## src/rtl/volume_level_meter.sv

```systemverilog
// volume_level_meter
// Turns a stream of 12-bit microphone samples into a 0..15 loudness level.
// Over each window of WINDOW_SAMPLES accepted samples it tracks the largest
// excursion above MIDPOINT. At the window end that maximum is quantised into
// volume_raw, and volume_peak (a peak-hold of volume_raw) is updated.
//
// Build option: VOLUME_PEAK_DECAY_EN
//   defined   - volume_peak drops by 1 after DECAY_WINDOWS consecutive
//               windows that do not refresh it.
//   undefined - volume_peak only ever rises; it returns to 0 only on reset.
//
// Ports:
//   clk           system clock, all logic on posedge
//   reset         synchronous active-high reset
//   sample_valid  one-cycle strobe qualifying mic_in
//   mic_in        unsigned 12-bit mic sample
//   volume_raw    level of the most recently completed window
//   volume_peak   peak-hold level
//   level_valid   one-cycle pulse when volume_raw / volume_peak update
//   clip          a sample in the last completed window reached 4095

module volume_level_meter #(
    parameter int WINDOW_SAMPLES = 4000,
    parameter int DECAY_WINDOWS  = 4,
    parameter int MIDPOINT       = 2048,
    parameter int LEVEL_SHIFT    = 7
) (
    input  logic        clk,
    input  logic        reset,
    input  logic        sample_valid,
    input  logic [11:0] mic_in,
    output logic [3:0]  volume_raw,
    output logic [3:0]  volume_peak,
    output logic        level_valid,
    output logic        clip
);

    localparam int          CNT_W    = $clog2(WINDOW_SAMPLES);
    localparam logic [CNT_W-1:0] CNT_LAST = CNT_W'(WINDOW_SAMPLES - 1);
    localparam logic [12:0] MID13    = 13'(MIDPOINT);

    if (WINDOW_SAMPLES < 2 || DECAY_WINDOWS < 1) begin : g_param_check
        $error("volume_level_meter: WINDOW_SAMPLES must be >= 2 and DECAY_WINDOWS >= 1");
    end

    logic [CNT_W-1:0] cnt_q, cnt_d;
    logic [10:0]      run_max_q, run_max_d;
    logic             clip_acc_q, clip_acc_d;
    logic [3:0]       raw_q, raw_d;
    logic [3:0]       peak_q, peak_d;
    logic             lv_q, lv_d;
    logic             clip_q, clip_d;

`ifdef VOLUME_PEAK_DECAY_EN
    localparam int              DEC_W    = (DECAY_WINDOWS > 1) ? $clog2(DECAY_WINDOWS) : 1;
    localparam logic [DEC_W-1:0] DEC_LAST = DEC_W'(DECAY_WINDOWS - 1);
    logic [DEC_W-1:0] decay_q, decay_d;
`endif

    logic [12:0] diff;
    logic [10:0] amp;
    logic [10:0] sample_max;
    logic [3:0]  new_level;
    logic        is_full;
    logic        win_end;

    always_comb begin
        // Amplitude above the quiescent midpoint, saturated to 11 bits.
        diff = {1'b0, mic_in} - MID13;
        amp  = '0;
        if ({1'b0, mic_in} > MID13) begin
            amp = (diff > 13'd2047) ? 11'h7FF : diff[10:0];
        end
        sample_max = (amp > run_max_q) ? amp : run_max_q;
        new_level  = 4'(sample_max >> LEVEL_SHIFT);
        is_full    = (mic_in == 12'hFFF);
        win_end    = sample_valid && (cnt_q == CNT_LAST);
    end

    always_comb begin
        cnt_d      = cnt_q;
        run_max_d  = run_max_q;
        clip_acc_d = clip_acc_q;
        raw_d      = raw_q;
        peak_d     = peak_q;
        lv_d       = 1'b0;
        clip_d     = clip_q;
`ifdef VOLUME_PEAK_DECAY_EN
        decay_d    = decay_q;
`endif
        if (win_end) begin
            raw_d      = new_level;
            clip_d     = clip_acc_q | is_full;
            lv_d       = 1'b1;
            run_max_d  = '0;
            clip_acc_d = 1'b0;
            cnt_d      = '0;
`ifdef VOLUME_PEAK_DECAY_EN
            if (new_level >= peak_q) begin
                peak_d  = new_level;
                decay_d = '0;
            end else if (decay_q == DEC_LAST) begin
                // new_level < peak_q here, so peak_q is at least 1.
                peak_d  = peak_q - 4'd1;
                decay_d = '0;
            end else begin
                decay_d = decay_q + DEC_W'(1);
            end
`else
            if (new_level > peak_q) begin
                peak_d = new_level;
            end
`endif
        end else if (sample_valid) begin
            run_max_d  = sample_max;
            clip_acc_d = clip_acc_q | is_full;
            cnt_d      = cnt_q + CNT_W'(1);
        end
    end

    always_ff @(posedge clk) begin
        if (reset) begin
            cnt_q      <= '0;
            run_max_q  <= '0;
            clip_acc_q <= 1'b0;
            raw_q      <= '0;
            peak_q     <= '0;
            lv_q       <= 1'b0;
            clip_q     <= 1'b0;
`ifdef VOLUME_PEAK_DECAY_EN
            decay_q    <= '0;
`endif
        end else begin
            cnt_q      <= cnt_d;
            run_max_q  <= run_max_d;
            clip_acc_q <= clip_acc_d;
            raw_q      <= raw_d;
            peak_q     <= peak_d;
            lv_q       <= lv_d;
            clip_q     <= clip_d;
`ifdef VOLUME_PEAK_DECAY_EN
            decay_q    <= decay_d;
`endif
        end
    end

    assign volume_raw  = raw_q;
    assign volume_peak = peak_q;
    assign level_valid = lv_q;
    assign clip        = clip_q;

endmodule

```

## config.mk

```make
export PLATFORM = sky130hd
export DESIGN_NAME = volume_level_meter
export DESIGN_NICKNAME = d
export VERILOG_FILES = /design/src/rtl/volume_level_meter.sv
export SDC_FILE = /design/constraint.sdc
export NUM_CORES = 1
export LEC_CHECK = 0
export CAP_MARGIN = 20
export CORE_ASPECT_RATIO = 0.7
export CORE_MARGIN = 3
export CORE_UTILIZATION = 59
export DETAILED_ROUTE_END_ITERATION = 8
export PLACE_DENSITY = 0.95
export SLEW_MARGIN = 20
export SYNTH_ARGS = -nofsm -noshare
export SYNTH_HDL_FRONTEND = slang
export SYNTH_SLANG_ARGS = --single-unit
```

## constraint.sdc

```tcl
create_clock -name clk -period 5.1 [get_ports clk]
set_input_delay 0.51 -clock clk [delete_from_list [all_inputs] [get_ports clk]]
set_output_delay 0.51 -clock clk [all_outputs]
set_load 0.03 [all_outputs]
```

==> impl_metrics.csv, run 1 <==
group,metric,value,unit
drt,drt_iter0_drc,141,
pwr,power_density,281,mW/mm^2
hold_path,min_path_type,"flip-flop to flip-flop",
worst_setup_path,rr_worst_depth,13,
worst_setup_path,cp_max_fo,15,
worst_setup_path,max_stage_delay,0.69,ns
finish,fin_area,0.00233,sq mm
drt,m1WireLength,2120,microns
pwr,pwr-share-seq,42.3,%
logic_synthesis,avgSynthCellArea,8.45,sq um
sta,rsz0062_at_grt,"false",
clock_network,cts_tree,"done",
finish,n_antenna_cell,0,
floorplanning,die_width,75.5,microns
hold_path,hold_depth,2,
grt,antenna_found_initial,0,
clock_network,clk-insertion-delay-late,0.28,ns
floorplanning,fp.dieArea,0.00413,sq mm
drt,wire_per_inst,15.3,microns
logic_synthesis,yosysSeqAreaShare,34.1,%
clock_network,clock_sinks,34,
sta,tns,0,ns
floorplanning,start_util,66.4,%
grt,grt_overflow_total,0,
drt,postRouteAntennaNets,0,
worst_setup_path,startpoint_type,"primary input",
drt,drt-total-wl,4500,microns
drt,num_vias,1775,
floorplanning,die_y,54.6,microns
logic_synthesis,synthCells,236,
placement,placed_area,0.00222,sq mm
grt,grt_usage,23.9,%
logic_synthesis,synth_adder_area_share,10.0,%
drt,wl_met2,2020,microns
sta,finalCriticalPeriod,4.06,ns
clock_network,cts_buffers,5,
pwr,p_sw,0.176,mW
logic_synthesis,synth_cell_types,42,
drt,drc,0,
clock_network,cts_max_path_buffers,2,
placement,dp_hpwl,3320,microns
worst_setup_path,arrival,4.23,ns
logic_synthesis,syn_area,0.00199,sq mm
finish,syn2layout_area_growth,17.0,%
grt,grt_max_degree,22,
worst_setup_path,path_cells,"clkdlybuf4s50_1 -> nand2_1 -> inv_1 -> ha_1 -> a211oi_2 -> nor2_1 -> a2111oi_4 -> or2_1 -> o21ai_0 -> ha_1 -> nor2b_1 -> o211ai_1 -> a211o_1 -> a21oi_1 -> a21oi_1",
worst_setup_path,slowest_stage,"a2111oi_4",
clock_network,post-cts-setup-buffers,0,
sta,max-slew-margin-rel,48.6,%
logic_synthesis,yosys_warnings,0,
run_status,status,"complete, no violations",
worst_setup_path,worstPathRequired,5.27,ns
finish,drive_gt1_share,7.75,%
drt,highest_layer,"met4",
logic_synthesis,synth_compound_area_share,21.1,%
clock_network,cts_resized,0,
sta,final_hold_viol_count,0,
worst_setup_path,path_class,"primary input to flip-flop",
drt,vias_per_cell,6.04,
clock_network,cts.hold.buffers_added,0,
sta,worst_pin_slew,0.771,ns
pwr,swShare,26.9,%
job,maxCapViolations,0,
clock_network,cts.clk_slew.worst_paths,0.07,ns
placement,portBuffers,24,
grt,grt_pass1_vias,1669,
drt,drtPass1Iterations,6,
logic_synthesis,ys_ff_latch,34,
pwr,power_frac_clock,38.2,%
floorplanning,core,0.00300,sq mm
pwr,p_leak,0.861,nW
worst_setup_path,crit_path_end_kind,"flip-flop",
sta,whs,0.484,ns
logic_synthesis,synth-simple-area-share,22.0,%
floorplanning,io_pins,25,
logic_synthesis,synth_top_family_by_area,"simple AND/OR/NAND/NOR gates",
logic_synthesis,syn-num-nets,267,
finish,finish.net_count,289,
pwr,total_power,0.655,mW
pwr,ir_worst_vdd,0.000218,V
clock_network,h-tree-depth,2,
sta,period_share,79.5,%
sta,final_max_slew_viol_count,0,
logic_synthesis,synthXorXnorAreaFrac,4.39,%
sta,fin_worst_skew,0.00555,ns
sta,setup_viol,0,
pwr,power.internal,0.479,mW
clock_network,cts.root.buffer_cell,"clkbuf_8",
pwr,power_frac_comb,19.6,%
placement,gp_congestion,0.878,
floorplanning,rows,16,
sta,timing.fmax,0.247,GHz
logic_synthesis,synth.area.mux_share,1.63,%
drt,wl_met3,299,microns
grt,grt_pass1_wl,7350,microns
-- cells in the final DEF (no fill, tap or decap), types with 2 or more instances in the layout --
cell type         n
a211oi_2          3
a21oi_1          27
a21oi_2           2
and2_1            7
and4_1            5
clkbuf_8          6
clkdlybuf4s50_1  24
dfxtp_1          34
ha_1             16
inv_1            20
nand2_1          11
nand3_1          12
nand4_1           6
nand4_2           2
nor2_1           23
nor2b_1           2
nor3_1            3
o21ai_0          17
o21ai_1           9
or3_1             2
xnor2_1           5
xor2_1            5
-- flip-flops by register name, summed over array words and instances, names as in the netlist --
register / cells
clip: 1
clip_acc_q: 1
cnt_q: 12
level_valid: 1
run_max_q: 11
volume_peak: 4
volume_raw: 4
-- cells by family after synthesis --
logic type / Yosys count
flip-flops: 34
XOR/XNOR: 10
multiplexers: 2
buffers and inverters: 29
AND/OR/NAND/NOR: 80
AO/OA/AOI/OAI: 65
adder cells (fa/ha/maj): 16
-- critical path: cells and delay by family --
family                   cells  cell delay, ns
AO/OA/AOI/OAI                7            1.72
adder cells (fa/ha/maj)      2            0.58
buffers and inverters        2            0.75
AND/OR/NAND/NOR              4            0.66
-- stage by stage --
stage	std cells	util [%]	setup WS [ns]
2_1_floorplan	236	-	1.78
3_3_place_gp	287	74.0	1.01
3_5_place_dp	287	74.0	0.877
4_1_cts	294	77.7	1.14
5_1_grt	294	77.7	0.772
6_report	294	77.7	1.04
-- cell usage after synthesis --
| cell type | instances | area share [%] |
|---|---|---|
| nor4_1 | 1 | 0.31 |
| dfxtp_1 | 34 | 34 |
| o21ai_0 | 17 | 4.3 |
| nand4_1 | 6 | 1.9 |
| nor2b_1 | 2 | 0.63 |
| clkbuf_8 | 1 | 0.69 |
| nor3_1 | 3 | 0.75 |
| nand3b_1 | 1 | 0.38 |
| mux2i_1 | 1 | 0.50 |
| a211o_1 | 1 | 0.44 |
| nor3b_1 | 1 | 0.38 |
| xnor2_1 | 5 | 2.2 |
| and2_1 | 7 | 2.2 |
| mux2i_4 | 1 | 1.1 |
| o21a_1 | 1 | 0.38 |
| nor3_4 | 1 | 0.82 |
| buf_6 | 1 | 0.56 |
| or2_1 | 1 | 0.31 |
| a2111o_4 | 1 | 1.1 |
| inv_1 | 20 | 3.8 |
| nand4_2 | 2 | 1.3 |
| o211ai_1 | 1 | 0.38 |
| buf_2 | 3 | 0.75 |
| a211oi_2 | 3 | 1.9 |
| clkbuf_1 | 2 | 0.38 |
| a211oi_4 | 1 | 1.0 |
| or3_1 | 2 | 0.63 |
| ha_1 | 16 | 10 |
| nand3_1 | 12 | 3.0 |
| and4_1 | 5 | 2.2 |
| buf_1 | 1 | 0.19 |
| a21oi_2 | 2 | 0.88 |
| a2111oi_4 | 1 | 1.4 |
| o21ai_1 | 9 | 2.3 |
| a211oi_1 | 1 | 0.38 |
| buf_4 | 1 | 0.38 |
| nand2b_1 | 1 | 0.31 |
| xor2_1 | 5 | 2.2 |
| nand2_1 | 11 | 2.1 |
| a21oi_1 | 27 | 6.8 |
| or3_4 | 1 | 0.56 |
| nor2_1 | 23 | 4.3 |
-- per-layer routing --
layer	up-vias	track usage, %
met5	-	0
met4	0	11.0
met2	77	36.2
met1	809	31.5
met3	11	6.79
li1	878	-
-- area by class of cell --
cell class              instances  area (sq um)
fillers                       216           669
flip-flops and latches         34           681
multi-input cells             173          1180
clock inverters                 1          30.0
clock buffers                   6          82.6
well taps                      36          45.0
repair buffers                 24           240
inverters                      20          75.1
-- path summary, 6_finish.rpt --
check / from / endpoint / slack (ns)
setup reg to reg: run_max_q[8] / volume_peak[1] / 1.69
setup / recovery: mic_in[11] / volume_peak[1] / 1.04
hold / removal: run_max_q[2] / run_max_q[2] / 0.48
hold reg to reg: run_max_q[2] / run_max_q[2] / 0.48
-- power by group through the flow --
stage	clock network [mW]	logic [mW]	registers, mW
detailed placement	0	0.124	0.283
CTS	0.251	0.126	0.277
global route	0.264	0.139	0.278
floorplan	0	0.101	0.281
finish	0.250	0.128	0.277
global placement	0	0.120	0.282
Note: power is estimated with default switching activity, not from simulation.
==> run 2: changes to the inputs <==
Settings changed: CORE_UTILIZATION 59 to 55, PLACE_DENSITY 0.95 to 0.91.
Clock period 5.1 ns to 4.3 ns, I/O delays scaled along.
==> run 2 against run 1 <==
Cell count up 4.4%; count of clock-buffer cells in the layout down 1; sequential power up 18%; clock skew down 0.0011 ns; die area up 6.6%; non-clock buffer count up 1; design area up 2.0%; first-iteration DRC count up 11%; utilization down 5.5 points; power up 29%; critical path type unchanged; largest cell class unchanged; highest routed layer unchanged.
==> impl_metrics.csv, run 2 (synthesis gave the netlist of run 1 again) <==
group,metric,value,unit
clock_network,post-cts-setup-buffers,0,
clock_network,cts_buffers,5,
pwr,power_density,354,mW/mm^2
drt,wire_per_inst,15.2,microns
finish,final_common_cell,"dfxtp_1",
clock_network,cts_resized,0,
clock_network,cts_max_path_buffers,2,
finish,n_antenna_cell,0,
sta,max-slew-margin-rel,52.0,%
grt,grt_overflow_total,0,
pwr,p_sw,0.226,mW
clock_network,cts.clk_slew.worst_paths,0.07,ns
sta,fin_worst_skew,0.00444,ns
clock_network,clk-insertion-delay-late,0.30,ns
drt,drtPass1Iterations,5,
drt,wl_met2,2150,microns
worst_setup_path,cp_max_fo,16,
drt,num_vias,1780,
drt,wl_met3,226,microns
run_status,status,"complete, no violations",
finish,fin_cells,307,
finish,regArea,681,sq um
clock_network,clock_sinks,34,
sta,rsz0062_at_grt,"false",
pwr,p_leak,0.877,nW
drt,m1WireLength,2170,microns
sta,final_max_slew_viol_count,0,
pwr,power_frac_clock,42.8,%
placement,dp_cells,299,
drt,highest_layer,"met4",
finish,largest_reg_flops,12,
hold_path,min_path_type,"flip-flop to flip-flop",
pwr,ir_worst_vdd,0.000168,V
finish,final_cell_mix,"dfxtp_1, a21oi_1, clkdlybuf4s50_1, nor2_1, inv_1",
floorplanning,fp.dieArea,0.00440,sq mm
finish,top_register,"cnt_q",
placement,placed_area,0.00224,sq mm
drt,drt-total-wl,4660,microns
clock_network,h-tree-depth,2,
floorplanning,die_y,56.4,microns
pwr,pwr-share-seq,38.9,%
grt,antenna_found_initial,0,
clock_network,cts.hold.buffers_added,0,
finish,drive_gt1_share,8.46,%
floorplanning,start_util,60.5,%
placement,gp_congestion,0.904,
clock_network,cts_tree,"done",
floorplanning,die_width,78.0,microns
pwr,swShare,26.8,%
finish,multi_input_area,0.00118,sq mm
sta,timing.fmax,0.266,GHz
clock_network,cts.root.buffer_cell,"clkbuf_8",
finish,fin_area,0.00238,sq mm
grt,grt_max_degree,22,
worst_setup_path,path_class,"primary input to flip-flop",
finish,fillCellCount,263,
finish,syn2layout_area_growth,19.3,%
grt,grt_pass1_wl,7750,microns
grt,grt_usage,22.3,%
worst_setup_path,arrival,3.93,ns
sta,worst_pin_slew,0.719,ns
finish,reg_top3,"cnt_q: 12 flops, run_max_q: 11 flops",
grt,grt_pass1_vias,1678,
pwr,power_frac_comb,18.3,%
floorplanning,io_pins,25,
worst_setup_path,crit_path_end_kind,"flip-flop",
worst_setup_path,worstPathRequired,4.48,ns
sta,setup_viol,0,
placement,dp_hpwl,3500,microns
drt,drt_iter0_drc,156,
drt,vias_per_cell,5.80,
hold_path,hold_start,"run_max_q[1]",
pwr,power.internal,0.617,mW
worst_setup_path,cp-startpoint,"mic_in[11]",
drt,drc,0,
floorplanning,core,0.00330,sq mm
job,maxCapViolations,0,
floorplanning,rows,17,
sta,period_share,87.3,%
finish,finish.net_count,290,
sta,finalCriticalPeriod,3.75,ns
sta,final_hold_viol_count,0,
worst_setup_path,startpoint_type,"primary input",
placement,portBuffers,24,
drt,postRouteAntennaNets,0,
sta,tns,0,ns
worst_setup_path,r2r_start,"run_max_q[10]",
-- run 2: cell count changes in the layout (fill, tap and decap cells not counted), sizes merged --
cell and change:
clkinv +1, bufinv +1, clkbuf -1, buf +1
-- run 2: final timing paths --
kind                            depth (start not counted)              to  slack, ns
worst max-delay path                                   14  volume_peak[2]       0.55
worst max register to register                         12  volume_peak[2]       1.06
worst min-delay path                                    2    run_max_q[1]       0.48
worst min register to register                          2    run_max_q[1]       0.48
-- run 2: worst max-delay path: stages --
cell	delay (ns)
clkdlybuf4s50_1	0.65
nand2_1	0.16
inv_1	0.10
ha_1	0.28
a211oi_2	0.23
nor2_1	0.11
a2111o_4	0.56
mux2i_4	0.25
inv_1	0.07
ha_1	0.30
and4_1	0.24
a211o_1	0.32
a21oi_1	0.15
a21oi_1	0.09
-- run 2: power groups by stage --
stage	sequential (mW)	clock (mW)	combinational (mW)
final	0.328	0.361	0.154
after global routing	0.329	0.373	0.169
after CTS	0.328	0.362	0.153
after detailed placement	0.335	0	0.152
after global placement	0.335	0	0.147
after floorplan	0.334	0	0.120
-- run 2: cell type report --
| class | instances | share of cell area [%] |
|---|---|---|
| multi-input combinational | 173 | 49.6 |
| sequential | 34 | 28.6 |
| timing repair buffer | 25 | 10.4 |
| inverter | 20 | 3.15 |
| clock buffer | 5 | 2.89 |
| clock inverter | 3 | 2.89 |
| tap | 47 | 2.47 |
-- run 2: layer usage --
metal | global-route usage [%] | vias up
met1 | 28.9 | 840
li1 | - | 881
met5 | 0 | -
met4 | 11.7 | 0
met2 | 34.9 | 48
met3 | 4.81 | 11
-- run 2: metrics by stage --
stage / total power [mW] / hold WS (ns) / setup WS (ns) / utilization [%]
2_1_floorplan: 0.454 / 0.454 / 1.06 / -
3_3_place_gp: 0.482 / 0.466 / 0.344 / 68.0
3_5_place_dp: 0.487 / 0.474 / 0.295 / 68.0
4_1_cts: 0.843 / 0.485 / 0.573 / 72.2
5_1_grt: 0.871 / 0.513 / 0.262 / 72.2
6_report: 0.843 / 0.484 / 0.546 / 72.2
